$ cat config.mk
export PLATFORM = sky130hd
export DESIGN_NAME = uart_baudgen_frac
export DESIGN_NICKNAME = d
export VERILOG_FILES = /design/src/rtl/uart_baudgen_frac.sv
export SDC_FILE = /design/constraint.sdc
export NUM_CORES = 1
export LEC_CHECK = 0
export ABC_CLOCK_PERIOD_IN_PS = 5650
export CAP_MARGIN = 30
export CORE_MARGIN = 2
export CORE_UTILIZATION = 55
export DETAILED_ROUTE_END_ITERATION = 7
export PLACE_DENSITY = 0.78
export SYNTH_ARGS = -nofsm -noshare
export SYNTH_HDL_FRONTEND = slang
export SYNTH_SLANG_ARGS = --single-unit
$ cat constraint.sdc
create_clock -name clk -period 5.65 [get_ports clk]
set_input_delay 0.565 -clock clk [delete_from_list [all_inputs] [get_ports clk]]
set_output_delay 0.565 -clock clk [all_outputs]
set_load 0.02 [all_outputs]
$ cat src/rtl/uart_baudgen_frac.sv
// uart_baudgen_frac -- fractional-N oversampling tick generator for a UART.
// Emits a 1-cycle oversample tick (os_tick) at an average spacing of
// div_int + div_frac/2^FRAC_W clocks, and a bit-rate tick (baud_tick) on the
// os_tick that closes each bit. The divisor is offered through a one-entry
// valid/ready slot and switched in only at a bit boundary, on restart, or
// while the generator is idle, so no tick is ever stretched or chopped.
// Optional feature macro: UART_BAUDGEN_MIDBIT_EN adds the mid_tick output
// (RX sample-point pulse). With the macro undefined the port is absent.

module uart_baudgen_frac #(
   parameter int CLK_HZ     = 100_000_000,
   parameter int BAUD       = 1_000_000,
   parameter int OVERSAMPLE = 16,
   parameter int INT_W      = 16,
   parameter int FRAC_W     = 4,
   localparam int IDX_W     = $clog2(OVERSAMPLE)
) (
   input  logic              clk,
   input  logic              rst_n,
   input  logic              en,
   input  logic              restart,
   input  logic              cfg_valid,
   input  logic [INT_W-1:0]  cfg_int,
   input  logic [FRAC_W-1:0] cfg_frac,
   output logic              cfg_ready,
   output logic              os_tick,
   output logic              baud_tick,
   output logic [IDX_W-1:0]  os_idx
`ifdef UART_BAUDGEN_MIDBIT_EN
   ,
   output logic              mid_tick
`endif
);

   // Reset divisor: round(CLK_HZ * 2^FRAC_W / (BAUD * OVERSAMPLE)) in 64-bit
   // arithmetic, since the scaled clock rate overflows 32 bits.
   localparam longint D_NUM     = longint'(CLK_HZ) * (longint'(1) << FRAC_W);
   localparam longint D_DEN     = longint'(BAUD) * longint'(OVERSAMPLE);
   localparam longint D_RST     = (D_NUM + D_NUM + D_DEN) / (D_DEN + D_DEN);
   localparam longint D_RST_INT = D_RST >> FRAC_W;

   localparam logic [INT_W-1:0]  INT_MIN  = INT_W'(2);
   localparam logic [INT_W-1:0]  INT_RST  = (D_RST_INT < 64'sd2) ? INT_MIN : INT_W'(D_RST_INT);
   localparam logic [FRAC_W-1:0] FRAC_RST = FRAC_W'(D_RST);

   localparam int                LEN_W    = INT_W + 1;
   localparam logic [IDX_W-1:0]  IDX_LAST = IDX_W'(OVERSAMPLE - 1);
   localparam logic [IDX_W-1:0]  IDX_MID  = IDX_W'(OVERSAMPLE / 2);

   // Active divisor and the one-entry pending slot.
   logic [INT_W-1:0]  div_int_q;
   logic [FRAC_W-1:0] div_frac_q;
   logic [INT_W-1:0]  pend_int_q;
   logic [FRAC_W-1:0] pend_frac_q;
   logic              pend_full_q;

   // Period counter, fractional phase accumulator and oversample phase.
   logic [INT_W-1:0]  cnt_q;
   logic [FRAC_W-1:0] acc_q;
   logic [IDX_W-1:0]  os_idx_q;
   logic              os_tick_q;
   logic              baud_tick_q;

   logic [FRAC_W:0]   acc_sum;
   logic              carry;
   logic [INT_W:0]    len_m1;
   logic              term;
   logic              bit_end;
   logic              apply;
   logic              accept;
   logic [INT_W-1:0]  cfg_int_clamped;

   // The carry out of the fractional accumulator stretches this period by
   // one clock; across 2^FRAC_W periods that adds exactly div_frac clocks.
   assign acc_sum = {1'b0, acc_q} + {1'b0, div_frac_q};
   assign carry   = acc_sum[FRAC_W];
   assign len_m1  = {1'b0, div_int_q} + {{INT_W{1'b0}}, carry} - LEN_W'(1);

   // restart overrides en, so a terminal count is only honoured when running.
   assign term    = en && !restart && ({1'b0, cnt_q} == len_m1);
   assign bit_end = term && (os_idx_q == IDX_LAST);

   // The slot is only drained when it is full and only filled when it is
   // empty, so a capture and an apply can never collide in one cycle.
   assign apply   = pend_full_q && (bit_end || restart || !en);
   assign accept  = cfg_valid && !pend_full_q;

   // A divisor below 2 would leave no room for the 1-cycle tick to drop.
   assign cfg_int_clamped = (cfg_int < INT_MIN) ? INT_MIN : cfg_int;

   // Divisor slot: capture an offered divisor, hand it over at a safe point.
   // NOTE: sequential state is written only with non-blocking assignments so
   // every register samples the pre-edge values of the others.
   always_ff @(posedge clk or negedge rst_n) begin
      if (!rst_n) begin
         div_int_q   <= INT_RST;
         div_frac_q  <= FRAC_RST;
         // NOTE: the slot payload is reset too; it is tiny and a known value
         // keeps a stale divisor from ever leaking out after reset.
         pend_int_q  <= INT_RST;
         pend_frac_q <= FRAC_RST;
         pend_full_q <= 1'b0;
      end else if (apply) begin
         div_int_q   <= pend_int_q;
         div_frac_q  <= pend_frac_q;
         pend_full_q <= 1'b0;
      end else if (accept) begin
         pend_int_q  <= cfg_int_clamped;
         pend_frac_q <= cfg_frac;
         pend_full_q <= 1'b1;
      end
   end

   // Period counter, accumulator and oversample phase; hold while en is low.
   always_ff @(posedge clk or negedge rst_n) begin
      if (!rst_n) begin
         cnt_q    <= '0;
         acc_q    <= '0;
         os_idx_q <= '0;
      end else if (restart) begin
         // Re-phase to mid-bit so the first baud_tick lands half a bit later.
         cnt_q    <= '0;
         acc_q    <= '0;
         os_idx_q <= IDX_MID;
      end else if (en) begin
         if (term) begin
            cnt_q    <= '0;
            acc_q    <= acc_sum[FRAC_W-1:0];
            os_idx_q <= (os_idx_q == IDX_LAST) ? '0 : os_idx_q + IDX_W'(1);
         end else begin
            cnt_q    <= cnt_q + INT_W'(1);
         end
      end
   end

   // Registered tick pulses, one cycle after the terminal count.
   always_ff @(posedge clk or negedge rst_n) begin
      if (!rst_n) begin
         os_tick_q   <= 1'b0;
         baud_tick_q <= 1'b0;
      end else begin
         os_tick_q   <= term;
         baud_tick_q <= bit_end;
      end
   end

`ifdef UART_BAUDGEN_MIDBIT_EN
   logic mid_tick_q;

   // Sample-point pulse: the os_tick on which os_idx steps to mid-bit.
   always_ff @(posedge clk or negedge rst_n) begin
      if (!rst_n) begin
         mid_tick_q <= 1'b0;
      end else begin
         mid_tick_q <= term && (os_idx_q == IDX_MID - IDX_W'(1));
      end
   end

   assign mid_tick = mid_tick_q;
`endif

   assign cfg_ready = !pend_full_q;
   assign os_tick   = os_tick_q;
   assign baud_tick = baud_tick_q;
   assign os_idx    = os_idx_q;

endmodule
# After elaboration in Yosys (flattened, before gate mapping)
# Cells that the tools add are included.
totals:
  ff_bits: 67
  in_bits: 25
  output_inout_bits: 7
  elab_cells: 47
classes:
  n_eq_ne: 2
  n_bitwise: 1
  muxes: 13
  n_reduce_logical: 15
  n_addsub: 5
  order_cmp: 1
op_table:
  columns: ["cell", "n"]
  rows:
  - ["16-bit 2-to-1 mux", 4]
  - ["4-bit 2-to-1 mux", 7]
  - ["16-bit by 1-bit adder with 17-bit output", 1]
  - ["16-bit by 17-bit equality test with 1-bit output", 1]
  - ["17-bit by 1-bit subtractor with 17-bit output, second input constant", 1]
  - ["16-bit by 1-bit adder with 16-bit output, second input constant", 1]
  - ["16-bit by 2-bit less-than comparator with 1-bit output, second input constant", 1]
  - ["2-bit nonzero test", 3]
  - ["4-bit by 4-bit adder with 5-bit output", 1]
  - ["1-bit logical AND", 5]
  - ["4-bit by 1-bit adder with 4-bit output, second input constant", 1]
  - ["4-bit equality test, second input constant", 1]
  - ["2-bit AND reduction", 2]
  - ["1-bit zero test", 3]
  - ["1-bit logical OR", 2]
  - ["1-bit 2-to-1 mux", 2]
  - ["1-bit inverter", 1]

# Logic depth before layout (Yosys ltp)
logic_depth:
  ltp_word: 11
  ltp_mapped: 18
  mapped_depth_nobuf: 15

# Worst setup path after synthesis
# No wires, ideal clock.
synth_timing:
  path_kind: "register to register"
  startpoint: "reg div_frac_q[0]"
  endpoint: "reg div_frac_q[0]"
  n_path_buf: 3
  stages_incl_launch_ff: 18
  setup_time_ns: 0.132
  required_ns: 5.518
  arrival_time_ns: 3.392
  slack_ns: 2.125
  cell_sequence: "dfrtp_1 > ha_1 > inv_1 > fa_1 > inv_1 > a21o_1 > a21oi_1 > ha_1 > ha_1 > or3b_1 > buf_2 > nand4bb_1 > o21bai_4 > a2111oi_4 > o211a_4 > buf_6 > buf_2 > o211ai_1"
synth_between:
  elab_chain_len: 9
synth_rtl:
  columns: ["element", "line_no", "rtl"]
  rows:
  - ["from (decl)", "52", "logic [FRAC_W-1:0] div_frac_q;"]
  - ["from (signal assigned)", "105", "div_frac_q <= pend_frac_q;"]
  - ["4-bit by 4-bit adder with 5-bit output", "75", "assign acc_sum = {1'b0, acc_q} + {1'b0, div_frac_q};"]
  - ["16-bit by 1-bit adder with 17-bit output", "77", "assign len_m1 = {1'b0, div_int_q} + {{INT_W{1'b0}}, carry} - LEN_W'(1);"]
  - ["17-bit by 1-bit subtractor with 17-bit output", "77", null]
  - ["16-bit by 17-bit equality test with 1-bit output", "80", "assign term = en && !restart && ({1'b0, cnt_q} == len_m1);"]
  - ["1-bit logical AND", "80", null]
  - ["1-bit logical AND", "81", "assign bit_end = term && (os_idx_q == IDX_LAST);"]
  - ["1-bit logical OR (2 in series)", "85", "assign apply = pend_full_q && (bit_end || restart || !en);"]
  - ["1-bit logical AND", "85", null]
# No other way between the ends.
# A chain may end at the register's enable or synchronous reset.

# Final worst setup path
layout_timing:
  startpoint: "reg div_frac_q[0]"
  endpoint: "reg cnt_q[15]"
layout_between:
  elab_chain_len: 8
layout_rtl:
  columns: ["element", "line_no", "rtl"]
  rows:
  - ["4-bit by 4-bit adder with 5-bit output", "75", null]
  - ["16-bit by 1-bit adder with 17-bit output", "77", null]
  - ["17-bit by 1-bit subtractor with 17-bit output", "77", null]
  - ["16-bit by 17-bit equality test with 1-bit output", "80", null]
  - ["1-bit logical AND", "80", null]
  - ["16-bit 2-to-1 mux", "126", "if (term) begin"]
  - ["16-bit 2-to-1 mux", "125", "end else if (en) begin"]
  - ["16-bit 2-to-1 mux", "120", "end else if (restart) begin"]
  - ["to (signal assigned)", "131", "cnt_q <= cnt_q + INT_W'(1);"]
  - ["to (decl)", "58", "logic [INT_W-1:0] cnt_q;"]
# No other way between the ends. The select of a mux whose other input is x is not followed.

==> run_results.csv <==
group,metric,value,unit
route,drt_wl_total,9670,um
global_route,grt_max_degree,68,
worst_setup_path,cp-start-kind,"flip-flop",
route,wirelength_met1,4420,um
clock_tree,ctsLongestPathBuffers,2,
worst_setup_path,path_delay_family,"compound AO/OA/AOI/OAI gates",
final_layout,drive_gt1_share,6.99,%
route,wl_met3,408,um
clock_tree,cts_made_buffers,9,
route,num_vias,3729,
route,dr.pass1.iters,5,
pwr,power.density,297,nW/um^2
global_route,antenna_found_initial,0,
timing,rsz0062_at_grt,"false",
final_layout,diodes,0,
final_layout,area.growth.synth_to_final,11.5,%
pwr,finalPower,1.41,mW
die,die_w,91.9,um
global_route,grt.overflow.total,0,
worst_setup_path,reg2reg_slack,1270,ps
placed_design,hpwl,6500,um
die,pin_count,32,
timing,fin_crit,4380,ps
timing,drv_slew,0,
yosys,synth_edf_count,0,
yosys,synthArstFlopShare,100,%
global_route,grt_pass1_wl,16900,um
route,wl_met2,4690,um
final_layout,nets,530,
worst_setup_path,cp_data_required_time,5860,ps
worst_setup_path,arrival,4590,ps
timing,tns,0,ps
timing,slew_headroom,38.2,%
global_route,grt_pass1_vias,3587,
route,ant_nets,0,
clock_tree,postCtsHoldBufs,0,
yosys,syn-num-nets,524,
yosys,synthFlopType,"dfrtp_1",
worst_setup_path,cpPeakStageDelay,640,ps
worst_setup_path,slowest_stage,"o211a_4",
clock_tree,insertion_delay,350,ps
timing,finalSetupViolations,0,
route,first_iter_violations,229,
worst_setup_path,r2r_end,"cnt_q[15]$_DFFE_PN0P_",
yosys,synthCells,490,
worst_setup_path,path_cells,"ha_1 -> inv_1 -> fa_1 -> inv_1 -> a21o_1 -> a21oi_1 -> ha_1 -> ha_1 -> or3b_1 -> nand4bb_1 -> o21bai_4 -> a2111oi_4 -> o211a_4 -> or2_1 -> nor2_1",
yosys,ys_types,62,
die,die_area,8450,sq um
flow_run,cap_viol_max_count,0,
final_layout,final_common_cell,"nand2_1",
clock_tree,h-tree-depth,3,
yosys,synth_area,4250,sq um
pwr,ir_drop,189,uV
final_layout,final_cell_mix,"nand2_1 (103), dfrtp_1 (61), clkdlybuf4s50_1 (30), nor2_1 (27), nand4_1 (24)",
yosys,ys_ff_latch,67,
timing,max_freq,0.228,GHz
timing,worst_slew_pin_slew,925,ps
worst_setup_path,cp_common_cell,"ha_1",
worst_setup_path,path_class,"reg2reg",
final_layout,fill_cells,675,
worst_setup_path,worst-r2r-cell-count,15,
placed_design,port_buffers,31,
clock_tree,cts_tree,"built",
status,status,"complete, no violations",
die,row_count,32,
yosys,syn_avg_cell_area,8.68,sq um
clock_tree,clock-sinks,67,
die,die_h,91.9,um
placed_design,routabilityCongestion,0.840,
clock_tree,ctsRootBufferMaster,"clkbuf_8",
clock_tree,cts-resized-gates,0,
route,routedWlPerCell,16.0,um
global_route,track_usage,24.8,%
yosys,ys_warn_count,0,
timing,finalHoldViolCount,0,
route,maxUsedRoutingLayer,"met4",
worst_setup_path,endpoint_kind,"flip-flop",
worst_setup_path,rr_startpoint,"div_frac_q[0]$_DFFE_PN0P_",
yosys,ys_seq_area_share,39.6,%
die,initial_utilization,55.9,%
clock_tree,clk_pin_slew,80,ps
worst_setup_path,crit_buf_inv,2,
route,via_per_inst,6.18,
worst_setup_path,critical_path_peak_fanout,61,
clock_tree,postCtsSetupBuffers,0,
route,drc,0,
pwr,power.leakage,1.91,nW
timing,skew,15.6,ps
hold_path,hold_path_class,"in2async",
die,coreArea,7610,sq um
timing,finalCritPeriodShare,77.6,%
## where the power goes
part / switching (mW) / leakage [nW] / internal [mW]
logic: 0.176 / 0.996 / 0.164
registers: 0.115 / 0.829 / 0.558
clock network: 0.195 / 0.0889 / 0.205
## metal layers
layer	GRT usage, %	up-vias
met5	0	-
met3	4.93	19
met4	8.33	0
met2	39.5	98
met1	34.1	1829
li1	-	1783
## metrics by stage
step / setup slack (ps) / instance area [sq um] / cells / utilization [%] / hold WS (ps)
final: 1270 / 4740 / 603 / 62.4 / 399
after global routing: 942 / 4740 / 603 / 62.4 / 458
after CTS: 1250 / 4740 / 603 / 62.4 / 436
after detailed placement: 1320 / 4550 / 587 / 59.8 / 467
after global placement: 1470 / 4530 / 586 / 59.6 / 460
after floorplan: 2130 / 4250 / 490 / - / 269
## worst max path at each step
stage | from | to | slack [ps] | depth (start not counted)
after floorplan | div_frac_q[0]$_DFFE_PN0P_ | div_frac_q[0]$_DFFE_PN0P_ | 2130 | 17
after global placement | div_frac_q[0]$_DFFE_PN0P_ | cnt_q[15]$_DFFE_PN0P_ | 1470 | 15
after detailed placement | div_frac_q[0]$_DFFE_PN0P_ | cnt_q[8]$_DFFE_PN0P_ | 1320 | 15
after CTS | div_frac_q[0]$_DFFE_PN0P_ | cnt_q[8]$_DFFE_PN0P_ | 1250 | 15
after global routing | div_frac_q[0]$_DFFE_PN0P_ | cnt_q[8]$_DFFE_PN0P_ | 940 | 15
final | div_frac_q[0]$_DFFE_PN0P_ | cnt_q[15]$_DFFE_PN0P_ | 1270 | 15
## Yosys cell counts, types with 4 or more instances
| cell | instances | area (sq um) |
|---|---|---|
| nor3_1 | 5 | 25.0 |
| o311ai_1 | 4 | 35.0 |
| a21oi_1 | 6 | 30.0 |
| nand2_1 | 103 | 387 |
| o2bb2ai_1 | 17 | 149 |
| o211ai_1 | 20 | 150 |
| dfrtp_1 | 61 | 1530 |
| nand3b_1 | 4 | 30.0 |
| clkbuf_1 | 27 | 101 |
| nand3_1 | 12 | 60.1 |
| o21ai_0 | 6 | 30.0 |
| nor2_1 | 27 | 101 |
| nor4_1 | 9 | 56.3 |
| a31oi_1 | 21 | 131 |
| mux2i_1 | 4 | 40.0 |
| nand4_1 | 24 | 150 |
| and3_1 | 6 | 37.5 |
| xor2_1 | 16 | 140 |
| xnor2_1 | 13 | 114 |
| buf_2 | 5 | 25.0 |
| ha_1 | 8 | 100 |
| inv_1 | 10 | 37.5 |
| dfstp_2 | 6 | 158 |
| nand2b_1 | 12 | 75.1 |
## worst register-to-register path, delay by kind of cell, from the launching register on
kind / cells / cell delay [ps]
fa+ha+maj: 4 / 840
simple gates: 4 / 1260
buf+inv: 2 / 120
compound gates: 5 / 1590
flops: 1 / 420
## state kept, by name, indices dropped and copies added (netlist names)
name         flops
os_tick          1
pend_full_q      1
div_int_q       16
os_idx           4
baud_tick        1
pend_int_q      16
cnt_q           16
pend_frac_q      4
acc_q            4
div_frac_q       4
## logic make-up after synthesis
group           share of synthesized area, %
mux                                    0.941
fa+ha+maj                               2.82
buf+inv                                 5.35
xor+xnor                                5.97
flops                                   39.6
simple gates                            27.2
compound gates                          18.1
## final cells by class
class	count	area [sq um]	share of cell area (%)
clock buffers	10	128	2.69
clock inverters	6	66.3	1.40
flip-flops and latches	67	1680	35.5
multi-input cells	372	2350	49.5
well taps	102	128	2.69
inverters	11	41.3	0.870
repair buffers	35	348	7.33
Note: power is estimated with default switching activity, not from simulation.
